`src/rtl/mx_int8_bd_decoder_pkg.sv`:
```
// Shared constants, FSM state type and helpers for the MXINT8 block decoder.
package mx_int8_bd_decoder_pkg;

  localparam int unsigned FLOAT32_WIDTH = 32;
  localparam int unsigned MX_INT8_W     = 8;
  localparam int unsigned E8M0_W        = 8;
  localparam int unsigned FP32_BIAS     = 127;
  localparam int unsigned MXINT8_FRAC   = 6;

  localparam logic [E8M0_W-1:0]        E8M0_NAN  = 8'hFF;
  localparam logic [FLOAT32_WIDTH-1:0] FP32_QNAN = 32'h7FC0_0000;

  typedef enum logic {
    IDLE,
    STREAM
  } state_t;

  // Index of the most significant set bit; 0 when the input is zero.
  function automatic logic [2:0] lead_one(input logic [MX_INT8_W-1:0] m);
    logic [2:0] p;
    p = '0;
    for (int unsigned i = 0; i < MX_INT8_W; i++) begin
      if (m[i]) p = 3'(i);
    end
    return p;
  endfunction

endpackage

```
`src/rtl/mx_int8_bd_decoder_if.sv`:
```
// Scale/element input handshakes and FP32 output handshake of the block decoder.
interface mx_int8_bd_decoder_if;
  import mx_int8_bd_decoder_pkg::*;

  logic [E8M0_W-1:0]        scale_i;
  logic                     scale_valid_i;
  logic                     scale_ready_o;
  logic [MX_INT8_W-1:0]     elem_i;
  logic                     elem_valid_i;
  logic                     elem_ready_o;
  logic [FLOAT32_WIDTH-1:0] gen_float32;
  logic                     data_ready_o;
  logic                     out_ready_i;
  logic                     block_last_o;

  // Producer/consumer side driving the decoder.
  modport master (
    output scale_i, scale_valid_i, elem_i, elem_valid_i, out_ready_i,
    input  scale_ready_o, elem_ready_o, gen_float32, data_ready_o, block_last_o
  );

  // Decoder side.
  modport slave (
    input  scale_i, scale_valid_i, elem_i, elem_valid_i, out_ready_i,
    output scale_ready_o, elem_ready_o, gen_float32, data_ready_o, block_last_o
  );
endinterface

```
`src/rtl/mx_int8_bd_decoder_elem.sv`:
```
// Exact combinational conversion of one int8 (1.6 fixed point) element under an E8M0 scale to FP32.
module mx_int8_elem_to_fp32
  import mx_int8_bd_decoder_pkg::*;
(
  input  logic [E8M0_W-1:0]        scale_i,
  input  logic [MX_INT8_W-1:0]     elem_i,
  output logic [FLOAT32_WIDTH-1:0] fp32_o
);

  logic              sign;
  logic [7:0]        mag;
  logic [2:0]        p;
  logic signed [9:0] exp_s;
  logic [30:0]       norm;
  logic [22:0]       sub;

  // Normalise magnitude and pick NaN / zero / inf / normal / subnormal encoding.
  always_comb begin
    sign  = elem_i[7];
    mag   = sign ? (8'd0 - elem_i) : elem_i;
    p     = lead_one(mag);
    exp_s = signed'({2'b00, scale_i}) + signed'({7'b0, p}) - 10'sd6;
    // Leading one lands on bit 23 and is dropped by taking [22:0].
    norm  = {23'b0, mag} << (5'd23 - {2'b00, p});
    // Only used when exp_s <= 0, i.e. scale_i <= 6, so the shift stays below 23.
    sub   = {15'b0, mag} << (scale_i[4:0] + 5'd16);
    fp32_o = '0;
    if (scale_i == E8M0_NAN) begin
      fp32_o = FP32_QNAN;
    end else if (mag == 8'd0) begin
      fp32_o = '0;
    end else if (exp_s >= 10'sd255) begin
      fp32_o = {sign, 8'hFF, 23'b0};
    end else if (exp_s >= 10'sd1) begin
      fp32_o = {sign, exp_s[7:0], norm[22:0]};
    end else begin
      fp32_o = {sign, 8'h00, sub};
    end
  end

endmodule

```
`src/rtl/mx_int8_bd_decoder.sv`:
```
// MXINT8 block decoder: latches one E8M0 scale, then streams K elements out as FP32 words.
module mx_int8_bd_decoder
  import mx_int8_bd_decoder_pkg::*;
#(
  parameter int unsigned K = 32
) (
  input logic                 clk,
  input logic                 rst_n,
  mx_int8_bd_decoder_if.slave bus
);

  localparam int unsigned CNT_W = $clog2(K);

  state_t                   state_q, state_d;
  logic [CNT_W-1:0]         cnt_q, cnt_d;
  logic [E8M0_W-1:0]        scale_q, scale_d;
  logic [FLOAT32_WIDTH-1:0] out_q, out_d;
  logic                     dv_q, dv_d;
  logic                     last_q, last_d;

  logic                     scale_ready;
  logic                     elem_ready;
  logic [FLOAT32_WIDTH-1:0] conv;

  mx_int8_elem_to_fp32 u_conv (
    .scale_i (scale_q),
    .elem_i  (bus.elem_i),
    .fp32_o  (conv)
  );

  assign bus.scale_ready_o = scale_ready;
  assign bus.elem_ready_o  = elem_ready;
  assign bus.gen_float32   = out_q;
  assign bus.data_ready_o  = dv_q;
  assign bus.block_last_o  = last_q;

  // State register, counter, scale register and 1-deep output register.
  always_ff @(posedge clk) begin
    if (!rst_n) begin
      state_q <= IDLE;
      cnt_q   <= '0;
      scale_q <= '0;
      out_q   <= '0;
      dv_q    <= 1'b0;
      last_q  <= 1'b0;
    end else begin
      state_q <= state_d;
      cnt_q   <= cnt_d;
      scale_q <= scale_d;
      out_q   <= out_d;
      dv_q    <= dv_d;
      last_q  <= last_d;
    end
  end

  // Next-state, handshake readies and output-register update.
  always_comb begin
    state_d     = state_q;
    cnt_d       = cnt_q;
    scale_d     = scale_q;
    out_d       = out_q;
    dv_d        = dv_q;
    last_d      = last_q;
    scale_ready = (state_q == IDLE);
    elem_ready  = (state_q == STREAM) && (!dv_q || bus.out_ready_i);

    // A pop with no load empties the register; a load below overrides this.
    if (dv_q && bus.out_ready_i) dv_d = 1'b0;

    unique case (state_q)
      IDLE: begin
        if (bus.scale_valid_i) begin
          scale_d = bus.scale_i;
          cnt_d   = '0;
          state_d = STREAM;
        end
      end
      STREAM: begin
        if (bus.elem_valid_i && elem_ready) begin
          out_d  = conv;
          dv_d   = 1'b1;
          last_d = (cnt_q == CNT_W'(K - 1));
          if (cnt_q == CNT_W'(K - 1)) begin
            cnt_d   = '0;
            state_d = IDLE;
          end else begin
            cnt_d = cnt_q + 1'b1;
          end
        end
      end
      default: state_d = IDLE;
    endcase
  end

endmodule

```
`src/flat_wrapper.sv`:
```
// flat-port wrapper written by rule: the top's interface ports become plain ports
module mx_int8_bd_decoder_flat import mx_int8_bd_decoder_pkg::*;
#(
  parameter int unsigned K = 32
)
  (clk, rst_n, bus_scale_i, bus_scale_valid_i, bus_elem_i, bus_elem_valid_i, bus_out_ready_i, bus_scale_ready_o, bus_elem_ready_o, bus_gen_float32, bus_data_ready_o, bus_block_last_o);
  mx_int8_bd_decoder_if bus_i ();
  input logic clk;
  input logic rst_n;
  input wire logic [$bits(bus_i.scale_i)-1:0] bus_scale_i;
  input wire logic [$bits(bus_i.scale_valid_i)-1:0] bus_scale_valid_i;
  input wire logic [$bits(bus_i.elem_i)-1:0] bus_elem_i;
  input wire logic [$bits(bus_i.elem_valid_i)-1:0] bus_elem_valid_i;
  input wire logic [$bits(bus_i.out_ready_i)-1:0] bus_out_ready_i;
  output wire logic [$bits(bus_i.scale_ready_o)-1:0] bus_scale_ready_o;
  output wire logic [$bits(bus_i.elem_ready_o)-1:0] bus_elem_ready_o;
  output wire logic [$bits(bus_i.gen_float32)-1:0] bus_gen_float32;
  output wire logic [$bits(bus_i.data_ready_o)-1:0] bus_data_ready_o;
  output wire logic [$bits(bus_i.block_last_o)-1:0] bus_block_last_o;
  assign bus_i.scale_i = bus_scale_i;
  assign bus_i.scale_valid_i = bus_scale_valid_i;
  assign bus_i.elem_i = bus_elem_i;
  assign bus_i.elem_valid_i = bus_elem_valid_i;
  assign bus_i.out_ready_i = bus_out_ready_i;
  assign bus_scale_ready_o = bus_i.scale_ready_o;
  assign bus_elem_ready_o = bus_i.elem_ready_o;
  assign bus_gen_float32 = bus_i.gen_float32;
  assign bus_data_ready_o = bus_i.data_ready_o;
  assign bus_block_last_o = bus_i.block_last_o;
  mx_int8_bd_decoder #(.K(K)) u_core (.clk(clk), .rst_n(rst_n), .bus(bus_i));
endmodule
```
`config.mk`:
```
export PLATFORM = sky130hd
export DESIGN_NAME = mx_int8_bd_decoder_flat
export DESIGN_NICKNAME = d
export VERILOG_FILES = /design/src/rtl/mx_int8_bd_decoder_pkg.sv /design/src/rtl/mx_int8_bd_decoder_if.sv /design/src/rtl/mx_int8_bd_decoder_elem.sv /design/src/rtl/mx_int8_bd_decoder.sv /design/src/flat_wrapper.sv
export SDC_FILE = /design/constraint.sdc
export NUM_CORES = 1
export LEC_CHECK = 0
export CORE_ASPECT_RATIO = 0.9
export CORE_UTILIZATION = 54
export DETAILED_ROUTE_END_ITERATION = 16
export GPL_TIMING_DRIVEN = 0
export PLACE_DENSITY = 0.91
export SYNTH_ARGS = -nofsm -noshare
export SYNTH_HDL_FRONTEND = slang
export SYNTH_SLANG_ARGS = --single-unit
```
`constraint.sdc`:
```
create_clock -name clk -period 7.6 [get_ports clk]
set_input_delay 1.52 -clock clk [delete_from_list [all_inputs] [get_ports clk]]
set_output_delay 1.52 -clock clk [all_outputs]
set_load 0.01 [all_outputs]
```
# Word-level counts from Yosys, hierarchy flattened
# Cells that the tools add are included.
dict set report totals {
  mem_bits_rw 0
  reg_bits 48
  latch_bits 0
  memories 0
  mem_bits_ro 0
  out_inout_bits 36
}
dict set report classes {
  shift 2
  div 0
  n_reduce_logical 9
  n_mul 0
  n_eq_ne 4
  order_cmp 2
  n_mux 23
  n_addsub 6
  n_bitwise 1
}
# operator count
set ops {}
lappend ops {{$mux 32} 2}
lappend ops {{$mux 31} 2}
lappend ops {{$shl 8x5->23} 2}
lappend ops {{$mux 3} 6}
lappend ops {{$mux 5} 3}
lappend ops {{$ge 10x2->1 const B} 1}
lappend ops {{$ge 10x9->1 const B} 1}
lappend ops {{$pmux 5 s2} 1}
lappend ops {{$sub 9x3->10 const B} 1}
lappend ops {{$add 8x3->9} 1}
lappend ops {{$eq 8x8->1 const B} 1}
lappend ops {{$logic_not 8->1} 1}
lappend ops {{$mux 8} 1}
lappend ops {{$sub 1x8->8 const A} 1}
lappend ops {{$mux 1} 7}
lappend ops {{$reduce_and 2->1} 3}
lappend ops {{$add 5x1->5 const B} 1}
lappend ops {{$add 5x5->5 const B} 1}
lappend ops {{$eq 5x5->1 const B} 1}
lappend ops {{$sub 5x3->5 const A} 1}
lappend ops {{$ne 2x2->1 const B} 2}
lappend ops {{$logic_and 1x1->1} 3}
lappend ops {{$pmux 1 s2} 1}
lappend ops {{$logic_not 1->1} 1}
lappend ops {{other kinds (2)} 2}

# Logic depth before layout (Yosys ltp)
# Gate-level depths: netlist of the first run.
dict set report depth {
  word_depth 16
  mapped_depth 24
}

# By module
# From an unflattened synthesis of the first run, not the netlist that was laid out.
dict set report unflattened {
  hier_cells 472
  hier_area_um2 3716.1
}
# module area_per_inst_um2 cells_per_inst instances
set by_module_without_submodules {}
lappend by_module_without_submodules {mx_int8_bd_decoder 1975.6 218 1}
lappend by_module_without_submodules {mx_int8_elem_to_fp32 1740.4 254 1}

# Worst setup path after synthesis of the first run
# No wires, ideal clock.
dict set report synth_path {
  path_type {input-to-reg}
  start {in bus_elem_i[0]}
  end {reg u_core.out_q[14], in the netlist u_core.bus.gen_float32[14]}
  t_arrival_ns 5.938
  setup_slack_ns 1.536
  cell_stages 23
  path_cell_list {inv_1 > ha_1 > nand2b_4 > o21ai_1 > xnor2_1 > o31ai_1 > inv_1 > ha_1 > inv_1 > ha_1 > inv_1 > fa_1 > nand2b_1 > a211oi_1 > o21ai_0 > and4_1 > buf_2 > a21oi_4 > mux2_4 > buf_6 > a2111o_1 > o211ai_2 > o221ai_2}
}
dict set report synth_via {
  elab_chain_len 16
  word_cells_on_any_way 21
}
# item line
set synth_rtl {}
lappend synth_rtl {{start, declared} flat_wrapper.sv:12} ;# input wire logic [$bits(bus_i.elem_i)-1:0] bus_elem_i;
lappend synth_rtl {{$sub 1x8->8} mx_int8_bd_decoder_elem.sv:20} ;# mag = sign ? (8'd0 - elem_i) : elem_i;
lappend synth_rtl {{$mux 8 (*)} mx_int8_bd_decoder_elem.sv:20}
lappend synth_rtl {{$mux 1} mx_int8_bd_decoder_pkg.sv:23} ;# if (m[i]) p = 3'(i);
lappend synth_rtl {{$mux 3 (6 in series)} mx_int8_bd_decoder_pkg.sv:23}
lappend synth_rtl {{$add 8x3->9} mx_int8_bd_decoder_elem.sv:22} ;# exp_s = signed'({2'b00, scale_i}) + signed'({7'b0, p}) - 10'sd6;
lappend synth_rtl {{$sub 9x3->10} mx_int8_bd_decoder_elem.sv:22}
lappend synth_rtl {{$ge 10x2->1} mx_int8_bd_decoder_elem.sv:34} ;# end else if (exp_s >= 10'sd1) begin
lappend synth_rtl {{$mux 31} mx_int8_bd_decoder_elem.sv:34}
lappend synth_rtl {{$mux 31} mx_int8_bd_decoder_elem.sv:32} ;# end else if (exp_s >= 10'sd255) begin
lappend synth_rtl {{$mux 32 (*)} mx_int8_bd_decoder_elem.sv:30} ;# end else if (mag == 8'd0) begin
lappend synth_rtl {{$mux 32 (*)} mx_int8_bd_decoder_elem.sv:28} ;# if (scale_i == E8M0_NAN) begin
lappend synth_rtl {{end signal, assigned} mx_int8_bd_decoder.sv:50} ;# out_q <= out_d;
lappend synth_rtl {{end, declared} mx_int8_bd_decoder.sv:17} ;# logic [FLOAT32_WIDTH-1:0] out_q, out_d;
# Every way passes the cells marked *; elsewhere a longest branch is shown, timed or not.
# A chain may end at the register's enable or synchronous reset.

# Worst setup path in the final report of the first run
# Same ends and word-level chain as after synthesis.

==> metrics.yaml, run 1 <==
clock_tree:
  htreeDepth: 2
  cts_buffer_depth: 2
  cts_hold_buf: 0
  cts_tree: "yes"
  clkLatencyLatePin_ns: 0.31
  clk_pin_slew_ns: 0.10
  clockRootBuffer: "clkbuf_8"
  cts_resized: 0
  cts_num_sinks: 48
  post-cts-setup-buffers: 0
  numCtsBuffers: 5
worst_setup_path:
  critical_path_required_ns: 7.84
  cpLargestDelayFamily: "compound AO/OA/AOI/OAI gates"
  worstPathArrival_ns: 7.37
  setup.worst_path.start_class: "primary input"
  end_kind: "flip-flop"
  crit_slowest_cell: "clkdlybuf4s50_1"
  criticalPathCategory: "in2reg"
  cp_common_cell: "ha_1"
  max_stage_delay_ns: 0.58
  path_buf_inv: 6
  worstPathCellList: "clkdlybuf4s50_1 -> inv_1 -> ha_1 -> nand2b_1 -> xor2_1 -> a21oi_1 -> o311ai_4 -> ha_1 -> ha_1 -> inv_1 -> fa_1 -> nand2b_1 -> a211oi_1 -> o21ai_0 -> and4_1 -> buf_2 -> a21oi_4 -> mux2_4 -> buf_6 -> buf_6 -> o211ai_1 -> o211ai_2 -> o221ai_2"
  crit_fanout: 10
timing:
  period_share: 0.937
  rsz0062_at_grt: "false"
  worstMarginPinSlew_ns: 0.603
  setup_viol: 0
  worst_clock_skew_ns: 0.00676
  min_period_ns: 7.12
  fmaxAchievable_mhz: 140
  finalHoldWorstSlack_ns: 0.451
  maxSlewViolCount: 0
  hold_violations: 0
  slew_headroom: 0.595
  finalSetupTns_ns: 0
routing:
  vias: 3622
  wl_per_cell_um: 16.9
  route.detailed.drc: 0
  drt_pre_antenna_iters: 6
  via_per_inst: 6.17
  drtIter0Drc: 305
  drtAntennaViolNets: 0
  finalWirelength_um: 9940
synthesis:
  syn_nets: 475
  synth.avg_cell_area_sq_um: 8.06
  netlist_area_sq_um: 3510
  ys_warn_count: 0
  ys.flop_type: "dfxtp_1"
  yosysTopAreaCell: "dfxtp_1"
  synthArstFlopShare: 0
  synth-edff-count: 0
  synth_area_leaders: "dfxtp_1 27%, nand2_1 6.5%, ha_1 6.1%, a21oi_1 5.4%, nor2_1 4.0%"
  yosysSeqAreaShare: 0.273
  ys_ff_latch: 48
  netlist.area_leader.share: 0.273
  yosys.cell_types.count: 83
  netlist_instances: 436
final_layout:
  drive_gt1_frac: 0.106
  fin_cells: 587
  nFillCells: 534
  area_growth_pct: 23.0
  nets: 538
  post-route-util: 0.695
  seqCellArea_sq_um: 961
  antenna_cells: 0
  multi_input_area_sq_um: 2340
pwr:
  power_density_nw_per_um2: 191
  p_leak_nw: 1.61
  peakVddDrop_v: 0.000119
  switchingPower_uw: 304
  seqPwrFrac: 0.329
  power.share.switching: 0.369
  clkPwrFrac: 0.278
  p_int_uw: 520
  power_uw: 824
  pwr-share-comb: 0.393
placed_design:
  gp_congestion: 0.928
  dp.cells: 579
  portBuffers: 56
  hpwlAfterDp_um: 7480
global_routing:
  grt_max_degree: 17
  antenna_found_initial: 0
  grt_pass1_vias: 3420
  grt_pass1_wl_um: 16300
  grt_usage: 0.302
  overflow: 0
die:
  die_area_sq_um: 6840
  dieWidth_um: 87.0
  core_sq_um: 6220
  fp.dieH_um: 78.5
  rows: 27
  pin_count: 57
  initial_core_util: 0.565
worst_hold_path:
  min_path_type: "reg2reg"
outcome:
  outcome: "finished clean"
flow_run:
  max_cap_viol_count: 0
==> placed cells by master, fill, tap and decap left out, types with 3 or more instances in the layout <==
master	instances
nand2_1	61
clkdlybuf4s50_1	56
dfxtp_1	48
a21oi_1	38
nor2_1	37
inv_1	19
ha_1	17
nor3_1	16
o21ai_0	16
a211oi_1	12
nand3_1	11
o21ai_1	9
clkbuf_1	9
o211ai_1	8
buf_6	7
nand2b_1	6
a211oi_2	6
nor2b_1	5
xor2_1	5
xnor2_1	5
a21o_1	5
mux2i_1	5
clkbuf_8	5
o31ai_1	4
and3_1	4
nor4_1	4
o221ai_1	4
a22oi_1	4
or3_1	3
and4_1	3
==> flip-flops by register name, indices dropped and copies added, names as in the netlist <==
signal and cells:
u_core.cnt_q 5, u_core.scale_q 8, u_core.bus.data_ready_o 1, u_core.bus.gen_float32 32
u_core.state_q 1, u_core.bus.block_last_o 1
==> path summary, 6_finish.rpt <==
path | slack, ns | end | startpoint | cells past startpoint
setup reg to reg | 3.15 | u_core.bus.gen_float32[14] | u_core.scale_q[1] | 18
setup / recovery | 0.48 | u_core.bus.gen_float32[14] | bus_elem_i[0] | 23
hold reg to reg | 0.45 | u_core.bus.gen_float32[5] | u_core.bus.gen_float32[5] | 2
hold / removal | 0.45 | u_core.bus.gen_float32[5] | u_core.bus.gen_float32[5] | 2
==> through the flow <==
stage	instance area (sq um)	setup slack [ns]
final	4320	0.476
after global routing	4320	0.0840
after CTS	4320	0.496
after detailed placement	4180	0.201
after global placement	4180	0.307
after floorplan	3510	1.54
==> layout make-up <==
class / count / area share
repair buffers: 56 / 0.130
flip-flops and latches: 48 / 0.222
multi-input cells: 348 / 0.542
plain buffers: 21 / 0.0321
inverters: 19 / 0.0165
well taps: 87 / 0.0252
clock inverters: 3 / 0.0159
clock buffers: 5 / 0.0159
==> cell families after synthesis <==
logic type / count (synthesis) / synth area share
XOR/XNOR: 10 / 0.0249
flip-flops: 48 / 0.273
adder cells (fa/ha/maj): 18 / 0.0662
AND/OR/NAND/NOR: 170 / 0.244
multiplexers: 6 / 0.0185
buffers and inverters: 40 / 0.0595
AO/OA/AOI/OAI: 144 / 0.314
==> synth_stat cells (4+ instances only) <==
master	n
nand3_1	11
nor3_1	16
nand2_1	61
o31ai_1	4
xor2_1	5
and3_1	4
dfxtp_1	48
nand2b_1	6
xnor2_1	5
o21ai_0	16
a21o_1	5
inv_1	19
clkbuf_1	10
nor2b_1	5
buf_6	7
o221ai_1	4
ha_1	17
a22oi_1	4
o211ai_1	8
a211oi_1	12
o21ai_1	9
a211oi_2	6
a21oi_1	38
nor4_1	4
nor2_1	37
mux2i_1	5
==> routing by layer <==
metal | wire (um) | up-vias | track usage | part of all wire
met5 | 0 | - | 0 | 0
met4 | 233 | 0 | 0.103 | 0.023
met3 | 750 | 25 | 0.0515 | 0.075
met2 | 4660 | 161 | 0.498 | 0.47
met1 | 4300 | 1703 | 0.397 | 0.43
li1 | - | 1733 | - | -
==> power groups by stage <==
stage	Combinational, mW	Clock (mW)	Sequential [mW]
finish	0.324	0.229	0.271
global route	0.351	0.241	0.272
CTS	0.317	0.230	0.270
detailed placement	0.313	0	0.276
global placement	0.309	0	0.276
floorplan	0.227	0	0.277
==> worst register-to-register path: cells and delay by family, from the launching register on <==
kind | cells | cell delay (ns)
buffers and inverters | 6 | 0.68
multiplexers | 1 | 0.37
AO/OA/AOI/OAI | 6 | 1.48
flip-flops | 1 | 0.54
adder cells (fa/ha/maj) | 3 | 0.89
AND/OR/NAND/NOR | 2 | 0.45
Note: power is estimated with default switching activity, not from simulation.
==> run 2: changes to the inputs <==
==> constraint.sdc (replaced) <==
create_clock -name clk -period 7.9 [get_ports clk]
set_input_delay 1.58 -clock clk [delete_from_list [all_inputs] [get_ports clk]]
set_output_delay 1.58 -clock clk [all_outputs]
set_load 0.01 [all_outputs]
==> run 2 against run 1 <==
  * Clock skew about the same
  * Die area unchanged
  * Clock-buffer cell count unchanged
  * Non-clock buffer count unchanged
  * Routed wire length increased by 0.32%
  * Sequential power decreased by 4%
  * Combinational power decreased by 4%
  * First-iteration DRC count increased by 0.98%
  * Register-to-register slack improved by 0.25 ns
  * Power decreased by 3.7%
==> metrics.yaml, run 2 (synthesis results as in run 1) <==
outcome:
  outcome: "finished clean"
worst_setup_path:
  crit_path_start: "bus_elem_i[0]"
  path_buf_inv: 5
  crit_slowest_cell: "clkdlybuf4s50_1"
  cp_num_cells: 22
  worstPathCellList: "clkdlybuf4s50_1 -> inv_1 -> ha_1 -> nand2b_1 -> xor2_1 -> a21oi_1 -> o311ai_4 -> ha_1 -> ha_1 -> inv_1 -> fa_1 -> nand2b_1 -> a211oi_1 -> o21ai_0 -> and4_1 -> buf_2 -> a21oi_4 -> mux2i_1 -> clkbuf_1 -> a2111oi_0 -> nor3_1 -> o21ai_1"
  ff2ff_path_depth: 17
  rrSetupSlack_ns: 3.40
  cp_common_cell: "ha_1"
  criticalPathCategory: "in2reg"
  end_kind: "flip-flop"
  crit_path_end: "u_core.bus.gen_float32[21]"
  setup.worst_path.start_class: "primary input"
  crit_fanout: 10
  worstPathArrival_ns: 7.42
  cpLargestDelayFamily: "compound AO/OA/AOI/OAI gates"
  critical_path_required_ns: 8.10
  crit-reg2reg-capture: "u_core.bus.gen_float32[21]"
  r2r-start: "u_core.scale_q[1]"
  max_stage_delay_ns: 0.58
clock_tree:
  numCtsBuffers: 5
  cts_resized: 0
  clk_pin_slew_ns: 0.10
  htreeDepth: 2
  post-cts-setup-buffers: 0
  cts_hold_buf: 0
  clockRootBuffer: "clkbuf_8"
  clkLatencyLatePin_ns: 0.31
  cts_num_sinks: 48
  cts_tree: "yes"
  cts_buffer_depth: 2
final_layout:
  antenna_cells: 0
  nets: 538
  drive_gt1_frac: 0.104
  final_common_cell: "nand2_1"
  fin_cells: 587
  area_growth_pct: 23.0
  largest_reg_flops: 32
  mostFrequentLayoutCells: "61 x nand2_1, 56 x clkdlybuf4s50_1, 48 x dfxtp_1"
  nFillCells: 532
pwr:
  power_density_nw_per_um2: 184
  power_uw: 793
  peakVddDrop_v: 0.000114
  p_leak_nw: 1.61
placed_design:
  portBuffers: 56
  hpwlAfterDp_um: 7480
  dp.cells: 579
  gp_congestion: 0.928
global_routing:
  grt_pass1_wl_um: 16300
  grt_usage: 0.302
  grt_max_degree: 17
  grt_pass1_vias: 3420
  antenna_found_initial: 0
  overflow: 0
timing:
  setup_viol: 0
  fmaxAchievable_mhz: 138
  min_period_ns: 7.22
  worst_clock_skew_ns: 0.00657
  hold_violations: 0
  rsz0062_at_grt: "false"
  period_share: 0.914
  worstMarginPinSlew_ns: 0.605
  finalSetupTns_ns: 0
  maxSlewViolCount: 0
  slew_headroom: 0.594
  finalHoldWorstSlack_ns: 0.451
routing:
  drtAntennaViolNets: 0
  vias: 3608
  wl_per_cell_um: 17.0
  drtIter0Drc: 308
  via_per_inst: 6.15
  finalWirelength_um: 9980
  drt_pre_antenna_iters: 5
  route.detailed.drc: 0
die:
  rows: 27
  core_sq_um: 6220
  die_area_sq_um: 6840
  dieWidth_um: 87.0
  pin_count: 57
  initial_core_util: 0.565
  fp.dieH_um: 78.5
flow_run:
  max_cap_viol_count: 0
worst_hold_path:
  min_path_type: "reg2reg"
[run 2: worst min path at each step]
stage	start	to	slack (ns)	depth (start not counted)
final	u_core.bus.gen_float32[5]	u_core.bus.gen_float32[5]	0.45	2
after floorplan	u_core.cnt_q[4]	u_core.cnt_q[4]	0.45	2
after CTS	u_core.bus.gen_float32[5]	u_core.bus.gen_float32[5]	0.45	2
after global routing	u_core.bus.gen_float32[6]	u_core.bus.gen_float32[6]	0.48	2
after global placement	u_core.bus.gen_float32[5]	u_core.bus.gen_float32[5]	0.44	2
after detailed placement	u_core.bus.gen_float32[5]	u_core.bus.gen_float32[5]	0.44	2
[run 2: final cells by class]
type	count	area, sq um	area share
buffer	21	138	0.0318
clock buffer	5	68.8	0.0159
clock inverter	3	68.8	0.0159
inverter	19	71.3	0.0165
multi-input combinational	348	2340	0.543
sequential	48	961	0.222
tap	87	109	0.0252
timing repair buffer	56	561	0.130
[run 2: stage by stage]
step                worst slack [ns]  area [sq um]  utilization
finish                         0.676          4320        0.695
global route                   0.224          4320        0.695
CTS                            0.736          4320        0.695
detailed placement             0.441          4180        0.673
global placement               0.547          4180        0.673
floorplan                       1.78          3510            -
[run 2: layer usage]
| metal | routed length (um) | GRT usage |
|---|---|---|
| met2 | 4680 | 0.498 |
| met3 | 735 | 0.0515 |
| met1 | 4330 | 0.397 |
| met4 | 233 | 0.103 |
| met5 | 0 | 0 |
[run 2: power breakdown]
group	internal, mW	total [mW]	switching [mW]
Combinational	0.121	0.312	0.191
Sequential	0.251	0.260	0.00888
Clock	0.128	0.221	0.0935
Total	0.500	0.793	0.293
[run 2: worst register-to-register path: stages, from the launching register on]
cell,delay (ns)
dfxtp_1,0.54
inv_1,0.08
ha_1,0.29
inv_1,0.06
ha_1,0.19
inv_1,0.06
fa_1,0.41
nand2b_1,0.20
a211oi_1,0.35
o21ai_0,0.22
and4_1,0.25
buf_2,0.17
a21oi_4,0.32
mux2i_1,0.29
clkbuf_1,0.39
a2111oi_0,0.12
nor3_1,0.34
o21ai_1,0.13
